$ cat config.mk
export PLATFORM = sky130hd
export DESIGN_NAME = johnson_seq_monitor
export DESIGN_NICKNAME = d
export VERILOG_FILES = /design/src/rtl/johnson_pkg.sv /design/src/rtl/johnson_seq_monitor_decode.sv /design/src/rtl/johnson_seq_monitor.sv
export SDC_FILE = /design/constraint.sdc
export NUM_CORES = 1
export LEC_CHECK = 0
export BUFFER_PORTS_ARGS = -buffer_cell sky130_fd_sc_hd__buf_2
export CAP_MARGIN = 15
export CORE_ASPECT_RATIO = 1.1
export CORE_MARGIN = 4
export CORE_UTILIZATION = 50
export DETAILED_ROUTE_END_ITERATION = 6
export GPL_ROUTABILITY_DRIVEN = 0
export GPL_TIMING_DRIVEN = 0
export PLACE_DENSITY_LB_ADDON = 0.08
export SETUP_SLACK_MARGIN = 0.02
export SYNTH_ARGS = -nofsm -noshare
export SYNTH_HDL_FRONTEND = slang
export SYNTH_SLANG_ARGS = --single-unit
$ cat constraint.sdc
create_clock -name clk -period 2.7 [get_ports clk]
set_input_delay 0.54 -clock clk [delete_from_list [all_inputs] [get_ports clk]]
set_output_delay 0.54 -clock clk [all_outputs]
set_load 0.05 [all_outputs]
$ cat src/rtl/johnson_pkg.sv
// Shared definitions for the Johnson-code monitor: legal code table, FSM states
// and the code-to-phase decode used by both the monitor and upstream benches.
package johnson_pkg;

   localparam int unsigned CODE_W  = 4;
   localparam int unsigned PHASE_W = 3;

   localparam logic [CODE_W-1:0] JC_0 = 4'b0000;
   localparam logic [CODE_W-1:0] JC_1 = 4'b1000;
   localparam logic [CODE_W-1:0] JC_2 = 4'b1100;
   localparam logic [CODE_W-1:0] JC_3 = 4'b1110;
   localparam logic [CODE_W-1:0] JC_4 = 4'b1111;
   localparam logic [CODE_W-1:0] JC_5 = 4'b0111;
   localparam logic [CODE_W-1:0] JC_6 = 4'b0011;
   localparam logic [CODE_W-1:0] JC_7 = 4'b0001;

   typedef enum logic [1:0] {IDLE, TRACK, LOCKED, FAULT} state_t;

   typedef struct packed {
      logic               legal;
      logic [PHASE_W-1:0] phase;
   } dec_t;

   // Illegal codes decode to {legal=0, phase=0}.
   function automatic dec_t jc_decode(input logic [CODE_W-1:0] jc);
      dec_t d;
      d.legal = 1'b1;
      d.phase = '0;
      case (jc)
         JC_0:    d.phase = 3'd0;
         JC_1:    d.phase = 3'd1;
         JC_2:    d.phase = 3'd2;
         JC_3:    d.phase = 3'd3;
         JC_4:    d.phase = 3'd4;
         JC_5:    d.phase = 3'd5;
         JC_6:    d.phase = 3'd6;
         JC_7:    d.phase = 3'd7;
         default: d = '0;
      endcase
      return d;
   endfunction

endpackage

$ cat src/rtl/johnson_seq_monitor_decode.sv
// Purely combinational Johnson code decoder: jc_in -> legal, phase.
module johnson_decode
   import johnson_pkg::*;
(
   input  logic [CODE_W-1:0]  jc_in,
   output logic               legal,
   output logic [PHASE_W-1:0] phase
);

   dec_t dec;

   always_comb begin
      dec   = jc_decode(jc_in);
      legal = dec.legal;
      phase = dec.phase;
   end

endmodule

$ cat src/rtl/johnson_seq_monitor.sv
// Johnson sequence monitor: decodes phase, checks successor legality, tracks lock,
// latches faults and counts full revolutions while locked.
module johnson_seq_monitor
   import johnson_pkg::*;
#(
   parameter int unsigned LOCK_CNT   = 2,
   parameter bit          ALLOW_HOLD = 1'b1,
   parameter int unsigned REV_W      = 8
) (
   input  logic               clk,
   input  logic               reset,
   input  logic               en,
   input  logic               clr,
   input  logic [CODE_W-1:0]  jc_in,
   output logic [PHASE_W-1:0] phase,
   output logic               phase_valid,
   output logic               illegal,
   output logic               seq_err,
   output logic               locked,
   output logic               fault,
   output logic               wrap,
   output logic [REV_W-1:0]   rev_count
);

   localparam int unsigned CNT_W = 3;

   state_t             state;
   logic [PHASE_W-1:0] prev_phase;
   logic               prev_valid;
   logic [CNT_W-1:0]   good_cnt;

   logic               dec_legal;
   logic [PHASE_W-1:0] dec_phase;
   logic [PHASE_W-1:0] succ_phase;
   logic               step_adv;
   logic               step_hold;
   logic               step_bad;

   johnson_decode u_decode (
      .jc_in (jc_in),
      .legal (dec_legal),
      .phase (dec_phase)
   );

   // Step classification against the previous legal sample.
   always_comb begin
      succ_phase = prev_phase + 3'd1;
      step_adv   = prev_valid && (dec_phase == succ_phase);
      step_hold  = prev_valid && (dec_phase == prev_phase);
      step_bad   = prev_valid && !step_adv && !(step_hold && ALLOW_HOLD);
   end

   always_ff @(posedge clk or posedge reset) begin
      if (reset) begin
         state       <= IDLE;
         prev_phase  <= '0;
         prev_valid  <= 1'b0;
         good_cnt    <= '0;
         phase       <= '0;
         phase_valid <= 1'b0;
         illegal     <= 1'b0;
         seq_err     <= 1'b0;
         locked      <= 1'b0;
         fault       <= 1'b0;
         wrap        <= 1'b0;
         rev_count   <= '0;
      end else begin
         illegal <= 1'b0;
         seq_err <= 1'b0;
         wrap    <= 1'b0;
         if (clr) begin
            state      <= IDLE;
            prev_valid <= 1'b0;
            good_cnt   <= '0;
            locked     <= 1'b0;
            fault      <= 1'b0;
            rev_count  <= '0;
         end else if (en) begin
            phase       <= dec_phase;
            phase_valid <= dec_legal;
            prev_valid  <= dec_legal;
            if (!dec_legal) begin
               illegal <= 1'b1;
               case (state)
                  TRACK:   state <= IDLE;
                  LOCKED: begin
                     state  <= FAULT;
                     locked <= 1'b0;
                     fault  <= 1'b1;
                  end
                  default: ;
               endcase
            end else begin
               prev_phase <= dec_phase;
               case (state)
                  IDLE: begin
                     state    <= TRACK;
                     good_cnt <= '0;
                  end
                  TRACK: begin
                     if (step_bad) begin
                        seq_err  <= 1'b1;
                        good_cnt <= '0;
                     end else if (step_adv) begin
                        if (good_cnt == CNT_W'(LOCK_CNT - 1)) begin
                           state  <= LOCKED;
                           locked <= 1'b1;
                        end
                        good_cnt <= good_cnt + 3'd1;
                     end
                  end
                  LOCKED: begin
                     if (step_bad) begin
                        seq_err <= 1'b1;
                        state   <= FAULT;
                        locked  <= 1'b0;
                        fault   <= 1'b1;
                     end else if (step_adv && prev_phase == 3'd7) begin
                        wrap      <= 1'b1;
                        rev_count <= rev_count + REV_W'(1);
                     end
                  end
                  FAULT: begin
                     if (step_bad) seq_err <= 1'b1;
                  end
                  default: ;
               endcase
            end
         end
      end
   end

endmodule

* Yosys cells after proc, flatten, opt, wreduce, memory -nomap -nowiden
Cells that the tools add are included.
** Operators by class
- Add/sub/neg operators :: 3
- Bitwise logic cells :: 1
- Reductions and logical operators :: 27
- Multiplexer cells :: 54
- Equal/unequal tests :: 21
** Operators by type and width (count)
- 8-bit 2-to-1 mux :: 6
- 1-bit 2-to-1 mux :: 31
- 3-bit one-hot mux with 7 select lines :: 1
- 4-bit != test, second input constant :: 5
- 4-bit == test, second input constant :: 4
- 3-bit 2-to-1 mux :: 5
- 2-bit 2-to-1 mux :: 7
- 7-bit AND reduction :: 2
- 3-bit nonzero test :: 3
- 8-bit by 1-bit adder with 8-bit output, second input constant :: 1
- 2-bit nonzero test :: 4
- 4-bit nonzero test :: 2
- 8-bit OR reduction :: 1
- 3-bit by 1-bit adder with 3-bit output, second input constant :: 2
- 3-bit == test :: 2
- 2-bit one-hot mux with 3 select lines :: 1
- 3-bit one-hot mux with 2 select lines :: 1
- 3-bit AND reduction :: 2
- 1-bit logical AND :: 5
- 5-bit AND reduction :: 1
- 2-bit == test, second input constant :: 2
- 4-bit by 1-bit == test with 1-bit output, second input constant :: 1
- 4-bit by 2-bit == test with 1-bit output, second input constant :: 1
- 4-bit by 3-bit == test with 1-bit output, second input constant :: 1
- other kinds (14) :: 15
** Storage, ports and cells
- Flip-flop bits (word level) :: 26
- Output and inout bits :: 17
- Word-level logic and storage cells :: 118

* Depth between registers and ports, before layout
Gate-level depths: netlist of the first run.
- Depth in word-level cells :: 12
- Depth in mapped cells :: 9

* By module
Synthesis of the first run repeated with hierarchy kept, for this count alone.
** Unflattened totals
- Cells, all modules :: 157
- Area total of the unflattened synthesis :: 1525.2 µm²
** Modules (own cells, without submodules)
- johnson_seq_monitor :: times used 1, cells each 143, area each 1451.4 µm²
- johnson_decode :: times used 1, cells each 14, area each 73.8 µm²

* Least setup slack after synthesis of the first run
Ideal clock, no wire load.
- Path type :: register to register
- From :: register prev_phase[0]
- To :: register rev_count[7]
- Path buffers :: 1
- Cell stages (with the launch flop) :: 10
- Required time :: 2.623 ns
- Library setup time :: 0.077 ns
- Arrival time :: 2.691 ns
- Clock period less this slack :: 2.769 ns
- Path slack :: -0.069 ns
- Cell sequence :: dfrtp_1 ha_1 ha_1 or3b_1 a21oi_2 o311ai_2 or2_1 buf_6 or4_1 a21oi_1
** Between the ends
- Cells in the longest elaborated chain, start to end :: 8
- Elaborated cells between the ends (all ways) :: 14
** RTL lines
- start, declared :: RTL line johnson_seq_monitor.sv:28 : logic [PHASE_W-1:0] prev_phase;
- start signal, assigned :: RTL line johnson_seq_monitor.sv:94 : prev_phase <= dec_phase;
- 3-bit by 1-bit adder with 3-bit output :: RTL line johnson_seq_monitor.sv:47 : succ_phase = prev_phase + 3'd1;
- 3-bit == test :: RTL line johnson_seq_monitor.sv:48 : step_adv = prev_valid && (dec_phase == succ_phase);
- 1-bit logical AND :: RTL line johnson_seq_monitor.sv:48
- 1-bit zero test :: RTL line johnson_seq_monitor.sv:50 : step_bad = prev_valid && !step_adv && !(step_hold && ALLOW_HOLD);
- 1-bit logical AND (2 in series) :: RTL line johnson_seq_monitor.sv:50
- 2-bit != test (no line)
- 5-bit AND reduction (no line) *
- end signal, assigned :: RTL line johnson_seq_monitor.sv:120 : rev_count <= rev_count + REV_W'(1);
- end, declared :: RTL line johnson_seq_monitor.sv:22 : output logic [REV_W-1:0] rev_count
Mark *: on every way between the ends. The rest lies on a longest branch, timed or not.
A chain may end at the register's enable or synchronous reset.

* Worst setup path after layout of the first run
- From :: register prev_phase[1]
- To :: register state[1]
** Between the ends
- Cells in the longest elaborated chain, start to end :: 8
- Elaborated cells between the ends (all ways) :: 13
** RTL lines
- 3-bit by 1-bit adder with 3-bit output :: RTL line johnson_seq_monitor.sv:47
- 3-bit == test :: RTL line johnson_seq_monitor.sv:48
- 1-bit logical AND :: RTL line johnson_seq_monitor.sv:48
- 1-bit zero test :: RTL line johnson_seq_monitor.sv:50
- 1-bit logical AND (2 in series) :: RTL line johnson_seq_monitor.sv:50
- 4-bit != test (no line)
- 7-bit AND reduction (no line) *
- end signal, assigned :: RTL line johnson_seq_monitor.sv:55 : state <= IDLE;
- end signal, assigned :: RTL line johnson_seq_monitor.sv:72 : state <= IDLE;
- end signal, assigned :: RTL line johnson_seq_monitor.sv:85 : TRACK: state <= IDLE;
- end, declared :: RTL line johnson_seq_monitor.sv:27 : state_t state;
Marks and branches as above.

==> metrics.yaml, run 1 <==
run_status:
  status: "complete, no violations"
timing:
  skew_ns: 0.002655
  max_freq_mhz: 376.9
  final_max_slew_viol_count: 0
  rsz0062_at_grt: "true"
  post-route-min-period_ns: 2.653
  hold_viol: 0
  setup-tns-final_ns: 0
  relSlewSlack: 0.3518
  tightest_slew_ns: 0.9712
  whs_ns: 0.4110
  finalCritPeriodShare: 0.9826
  postLayoutSetupSlackWorst_ns: 0.04699
  setup_viol: 0
setup_path:
  path_max_fanout: 5
  path_class: "reg -> reg"
  cp_data_arrival_time_ns: 2.88
  critPathMostFrequentCell: "ha_4"
  crit_path_top_delay_cell: "dfrtp_1"
  r2r-start: "prev_phase[1]"
  r2r_end: "state[1]"
  crit_chain: "ha_4 > ha_4 > or3b_1 > a21oi_2 > buf_4 > o311a_1 > a211oi_2 > o211ai_1 > mux2_2"
  reg2reg_setup_slack_ns: 0.05
  ff2ff_path_depth: 9
  required_ns: 2.93
  end_kind: "flip-flop"
  start_kind: "flip-flop"
  slowest_delay_ns: 0.45
layout:
  drive_gt1_frac: 0.2568
  antenna_cells: 0
  area_delta_synth_final_pct: 16.88
  fillers: 322
  fin_nets: 239
  multiInputGateArea_sq_mm: 0.001069
  regArea_sq_um: 651.9
logic_synthesis:
  synthCells: 190
  syn-num-nets: 206
  synth_top_area_frac: 0.3657
  synth_edf_count: 0
  synth_common_cells: "dfrtp_1 (26), nor2_1 (16), nand2_1 (15)"
  synth_flop_cell: "dfrtp_1"
  ys_types: 54
  yosysMostFrequentCell: "dfrtp_1"
  ys_ff_latch: 26
  synthArstFlopShare: 1.000
  netlist_area_sq_mm: 0.001779
  ys_top_cells_by_area: "dfrtp_1 (37%), ha_1 (5.6%), nor2_1 (3.4%), nand2_1 (3.2%), a21oi_1 (3.1%)"
  syn_avg_cell_area_sq_um: 9.364
  seq_area_frac_synth: 0.3657
  synth_top_cell_by_area: "dfrtp_1"
  yosysWarningCount: 0
floorplanning:
  io_pins: 25
  start_util: 0.5255
  die_area_sq_mm: 0.004578
  die_h_microns: 70.57
  rows: 22
  die_width_microns: 64.88
  coreArea_sq_mm: 0.003386
power:
  p_sw_w: 0.0004552
  p_comb_frac: 0.443
  p_int_w: 0.0006924
  sw_frac_of_total: 0.3966
  p_clk_frac: 0.154
  p_per_area_mw_per_mm2: 551.9
  power_frac_seq: 0.403
  irDropWorstVdd_v: 0.0003363
  leakage_nw: 0.9705
grt:
  antenna_found_initial: 0
  grt_overflow_total: 0
  grt_use_total: 0.1764
  grt_max_degree: 27
  grt_pass1_wl_mm: 6.534
  grt_pass1_vias: 1435
detailed_routing:
  dr.pass1.iters: 4
  avgRoutedWirePerCell_microns: 14.35
  dr_total_vias: 1544
  drc: 0
  routed_wl_mm: 3.875
  viasPerCell: 5.719
  antenna_left: 0
  drt-initial-drc-count: 51
clock_tree:
  tritoncts: "done"
  cts.path.max_buffers: 2
  clock_sinks: 26
  insertion_delay_ns: 0.32
  htreeDepth: 1
  cts_buffers: 3
  clkTransAtPathRegs_ns: 0.14
  cts_root_buffer: "clkbuf_4"
placed_design:
  pre_cts_ws_ns: -0.3153
  place_hpwl_mm: 2.834
  port_buffers: 21
hold_path:
  hold_path.class: "in -> async"
run:
  max_cap_viol_count: 0
[what timing repair did]
| action | 4_1_cts | 5_1_grt |
|---|---|---|
| gates cloned | 0 | 0 |
| endpoints found under the setup margin | 6 | 3 |
| hold endpoints to repair | 0 | 0 |
| resized for setup | 3 | 5 |
| hold buffers | 0 | 0 |
| pin swaps | 4 | 9 |
| buffers inserted | 5 | 2 |
[through the flow]
stage / std cells / util / cell area, sq um / power (W)
floorplan: 190 / - / 1793 / 0.0008204
global placement: 259 / 0.5783 / 1958 / 0.0009013
detailed placement: 259 / 0.5783 / 1958 / 0.0009149
CTS: 268 / 0.6009 / 2034 / 0.001123
global route: 270 / 0.6142 / 2079 / 0.001223
finish: 270 / 0.6142 / 2079 / 0.001148
[sequential cells by signal, summed over array words and instances (netlist names)]
| signal | count |
|---|---|
| rev_count | 8 |
| good_cnt | 3 |
| phase | 3 |
| prev_phase | 3 |
| state | 2 |
| fault | 1 |
| illegal | 1 |
| locked | 1 |
| phase_valid | 1 |
| prev_valid | 1 |
| seq_err | 1 |
| wrap | 1 |
[metal layers]
metal  wire length [microns]  vias to the layer above  global-route usage
met5                       0                        -                   0
met2                    1895                       47              0.2943
li1                        -                      751                   -
met3                     196                        6             0.02540
met1                    1747                      740              0.2377
met4                      36                        0             0.04930
[cell usage in the layout, fill, tap and decap left out, types with 6 or more instances in the layout]
| cell type | netlist | final |
|---|---|---|
| a21oi_1 | 11 | 10 |
| o21ai_0 | 7 | 7 |
| buf_4 | 0 | 7 |
| nor3_1 | 6 | 6 |
| nor2_1 | 16 | 16 |
| ha_1 | 8 | 6 |
| nand2_1 | 15 | 15 |
| buf_2 | 5 | 26 |
| inv_1 | 11 | 11 |
| dfrtp_1 | 26 | 25 |
[how the worst max path moves through the flow]
stage	startpoint	to	cells past startpoint
global route	prev_phase[1]	state[1]	9
global placement	prev_phase[0]	state[1]	8
CTS	prev_phase[0]	state[1]	8
floorplan	prev_phase[0]	rev_count[7]	9
finish	prev_phase[1]	state[1]	9
detailed placement	prev_phase[0]	state[1]	8
[layout make-up]
class,count,area share
multi-input cells,142,0.5138
well taps,48,0.02888
inverters,11,0.01986
clock buffers,4,0.01264
repair buffers,28,0.07581
plain buffers,11,0.03550
flip-flops and latches,26,0.3135
[power by group through the flow]
| stage | Clock [W] | Sequential (W) | Combinational (W) |
|---|---|---|---|
| floorplan | 0 | 0.000528 | 0.000293 |
| global placement | 0 | 0.000472 | 0.000429 |
| detailed placement | 0 | 0.000475 | 0.000439 |
| CTS | 0.000183 | 0.000460 | 0.000480 |
| global route | 0.000202 | 0.000470 | 0.000551 |
| finish | 0.000177 | 0.000462 | 0.000508 |
[cell families after synthesis]
family	after synthesis	synth area share
compound gates	45	0.1927
xor+xnor	8	0.03938
fa+ha+maj	8	0.05626
buf+inv	22	0.06470
flops	26	0.3657
mux	8	0.04922
simple gates	73	0.2321
[worst max-delay path: cells and delay by family (launching register included)]
family | cells | cell delay (ns)
DFF | 1 | 0.45
AOI/OAI and AO/OA | 4 | 0.77
buffers and inverters | 1 | 0.14
adders and majority gates | 2 | 0.43
muxes | 1 | 0.37
and+or+nand+nor | 1 | 0.39
(Power assumes the default switching activity.)
==> run 2: changes to the inputs <==
==> constraint.sdc (replaced) <==
create_clock -name clk -period 2.3 [get_ports clk]
set_input_delay 0.46 -clock clk [delete_from_list [all_inputs] [get_ports clk]]
set_output_delay 0.46 -clock clk [all_outputs]
set_load 0.05 [all_outputs]
==> metrics.yaml, run 2 (same netlist as run 1, synthesis figures left out) <==
floorplanning:
  die_width_microns: 64.88  # unchanged
  start_util: 0.5255  # unchanged
  die_area_sq_mm: 0.004578  # unchanged
  coreArea_sq_mm: 0.003386  # unchanged
  die_h_microns: 70.57  # unchanged
  io_pins: 25  # unchanged
  rows: 22  # unchanged
power:
  irDropWorstVdd_v: 0.0004741  # was 0.0003363 V
  leakage_nw: 1.078  # was 0.9705 nW
  p_per_area_mw_per_mm2: 679.5  # was 551.9 mW/mm^2
setup_path:
  crit_chain: "ha_4 > ha_4 > or3b_4 > a21oi_4 > buf_6 > o311a_1 > a211oi_2 > o211ai_1 > mux2_2"  # was ha_4 > ha_4 > or3b_1 > a21oi_2 > buf_4 > o311a_1 > a211oi_2 > o211ai_1 > mux2_2
  start_kind: "flip-flop"  # unchanged
  critPathMostFrequentCell: "ha_4"  # unchanged
  required_ns: 2.53  # was 2.93 ns
  critPathTopFamily: "compound AO/OA/AOI/OAI gates"  # unchanged
  end_kind: "flip-flop"  # unchanged
  path_max_fanout: 5  # unchanged
  worst-path-buf-inv: 1  # unchanged
  cp_data_arrival_time_ns: 2.83  # was 2.88 ns
  crit_path_top_delay_cell: "dfrtp_2"  # was dfrtp_1
  slowest_delay_ns: 0.46  # was 0.45 ns
  path_class: "reg -> reg"  # unchanged
grt:
  grt_overflow_total: 0  # unchanged
  grt_pass1_wl_mm: 6.962  # was 6.534 mm
  grt_max_degree: 27  # unchanged
  grt_pass1_vias: 1529  # was 1435
  grt_use_total: 0.1892  # was 0.1764
  antenna_found_initial: 0  # unchanged
timing:
  relSlewSlack: 0.3630  # was 0.3518
  final_max_slew_viol_count: 0  # unchanged
  hold_viol: 0  # unchanged
  post-route-min-period_ns: 2.599  # was 2.653 ns
  whs_ns: 0.3151  # was 0.4110 ns
  max_freq_mhz: 384.8  # was 376.9 MHz
  setup_viol: 14  # was 0
  postLayoutSetupSlackWorst_ns: -0.2990  # was 0.04699 ns
  rsz0062_at_grt: "true"  # unchanged
  finalCritPeriodShare: 1.130  # was 0.9826
  skew_ns: 0.007210  # was 0.002655 ns
  tightest_slew_ns: 0.9544  # was 0.9712 ns
clock_tree:
  cts_root_buffer: "clkbuf_4"  # unchanged
  cts.path.max_buffers: 2  # unchanged
  cts_buffers: 3  # unchanged
  tritoncts: "done"  # unchanged
  htreeDepth: 1  # unchanged
  clock_sinks: 26  # unchanged
  insertion_delay_ns: 0.33  # was 0.32 ns
  clkTransAtPathRegs_ns: 0.14  # about the same
  cts_hold_buf: 0  # unchanged
layout:
  antenna_cells: 0  # unchanged
  area_delta_synth_final_pct: 28.97  # was 16.88%
  final_common_cell: "buf_2"  # unchanged
  largest_reg_flops: 8  # unchanged
  mostFrequentLayoutCells: "buf_2 (26), dfrtp_1 (24), nor2_1 (15)"  # was buf_2 (26), dfrtp_1 (25), nor2_1 (16)
  drive_gt1_frac: 0.3377  # was 0.2568
  utilization: 0.6778  # was 0.6142
  top_register: "rev_count"  # unchanged
  fillers: 276  # was 322
  fin_nets: 245  # was 239
  final_cell_area_sq_mm: 0.002295  # was 0.002079 sq mm
placed_design:
  pre_cts_ws_ns: -0.4573  # was -0.3153 ns
  place_hpwl_mm: 2.820  # was 2.834 mm
  dpl_cell_area_sq_mm: 0.001981  # was 0.001958 sq mm
  port_buffers: 21  # unchanged
hold_path:
  hold_path.class: "in -> async"  # unchanged
detailed_routing:
  drt-initial-drc-count: 84  # was 51
  viasPerCell: 5.598  # was 5.719
  routed_wl_mm: 4.084  # was 3.875 mm
  drc: 0  # unchanged
  avgRoutedWirePerCell_microns: 14.80  # was 14.35 microns
  dr_total_vias: 1545  # was 1544
  antenna_left: 0  # unchanged
  dr.pass1.iters: 4  # unchanged
run:
  max_cap_viol_count: 0  # unchanged
run_status:
  status: "complete, but fails checks"  # was complete, no violations
  violations: "negative setup slack"
-- run 2: changes by cell type in the layout (fill, tap and decap cells not counted), sizes merged --
cell / previous run / this run
buf: 36 / 42
bufinv: 0 / 1
clkbuf: 7 / 6
-- run 2: timing repair --
action                     CTS  global route
resized for setup           14            19
pin swaps                   13            15
setup endpoints to repair   13            17
setup buffers                9             5
-- run 2: final timing paths --
kind | start | end | slack (ns) | cells after the start
worst min register to register | phase[2] | phase[2] | 0.49 | 1
worst max register to register | prev_phase[1] | state[1] | -0.30 | 9
min in group clk | phase[2] | phase[2] | 0.49 | 1
worst max-delay path | prev_phase[1] | state[1] | -0.30 | 9
max in group asynchronous | reset | prev_phase[1] | 1.35 | 2
worst min-delay path | reset | phase[1] | 0.32 | 2
-- run 2: metrics by stage --
stage               instances  total power [W]  TNS (ns)
finish                    276         0.001559    -2.222
global route              276         0.001652    -3.649
CTS                       272         0.001478    -1.888
detailed placement        259         0.001101    -3.164
global placement          259         0.001078    -2.742
floorplan                 190        0.0009818   -0.7509
-- run 2: routing by layer --
metal	vias up	track usage	wire length [microns]	part of all wire
met4	0	0.06338	53	0.013
li1	759	-	-	-
met5	-	0	0	0
met3	5	0.02857	163	0.040
met1	738	0.2477	1932	0.47
met2	43	0.3182	1935	0.47
-- run 2: final cells by class --
| cell class | count | area (sq um) | share of cell area |
|---|---|---|---|
| Timing Repair Buffer | 35 | 232.7 | 0.1014 |
| Buffer | 10 | 62.56 | 0.02726 |
| Sequential cell | 26 | 653.1 | 0.2846 |
| Multi-Input combinational cell | 142 | 1192 | 0.5196 |
| Clock inverter | 1 | 30.03 | 0.01309 |
| Clock buffer | 3 | 22.52 | 0.009815 |
| Inverter | 11 | 41.29 | 0.01799 |
| Tap cell | 48 | 60.06 | 0.02617 |
-- run 2: where the power goes --
| part | total, W | leakage, nW | switching (W) | internal, W |
|---|---|---|---|---|
| clock | 0.000314 | 0.0279 | 0.000137 | 0.000177 |
| combinational | 0.000700 | 0.703 | 0.000406 | 0.000295 |
| sequential | 0.000545 | 0.348 | 0.0000398 | 0.000505 |
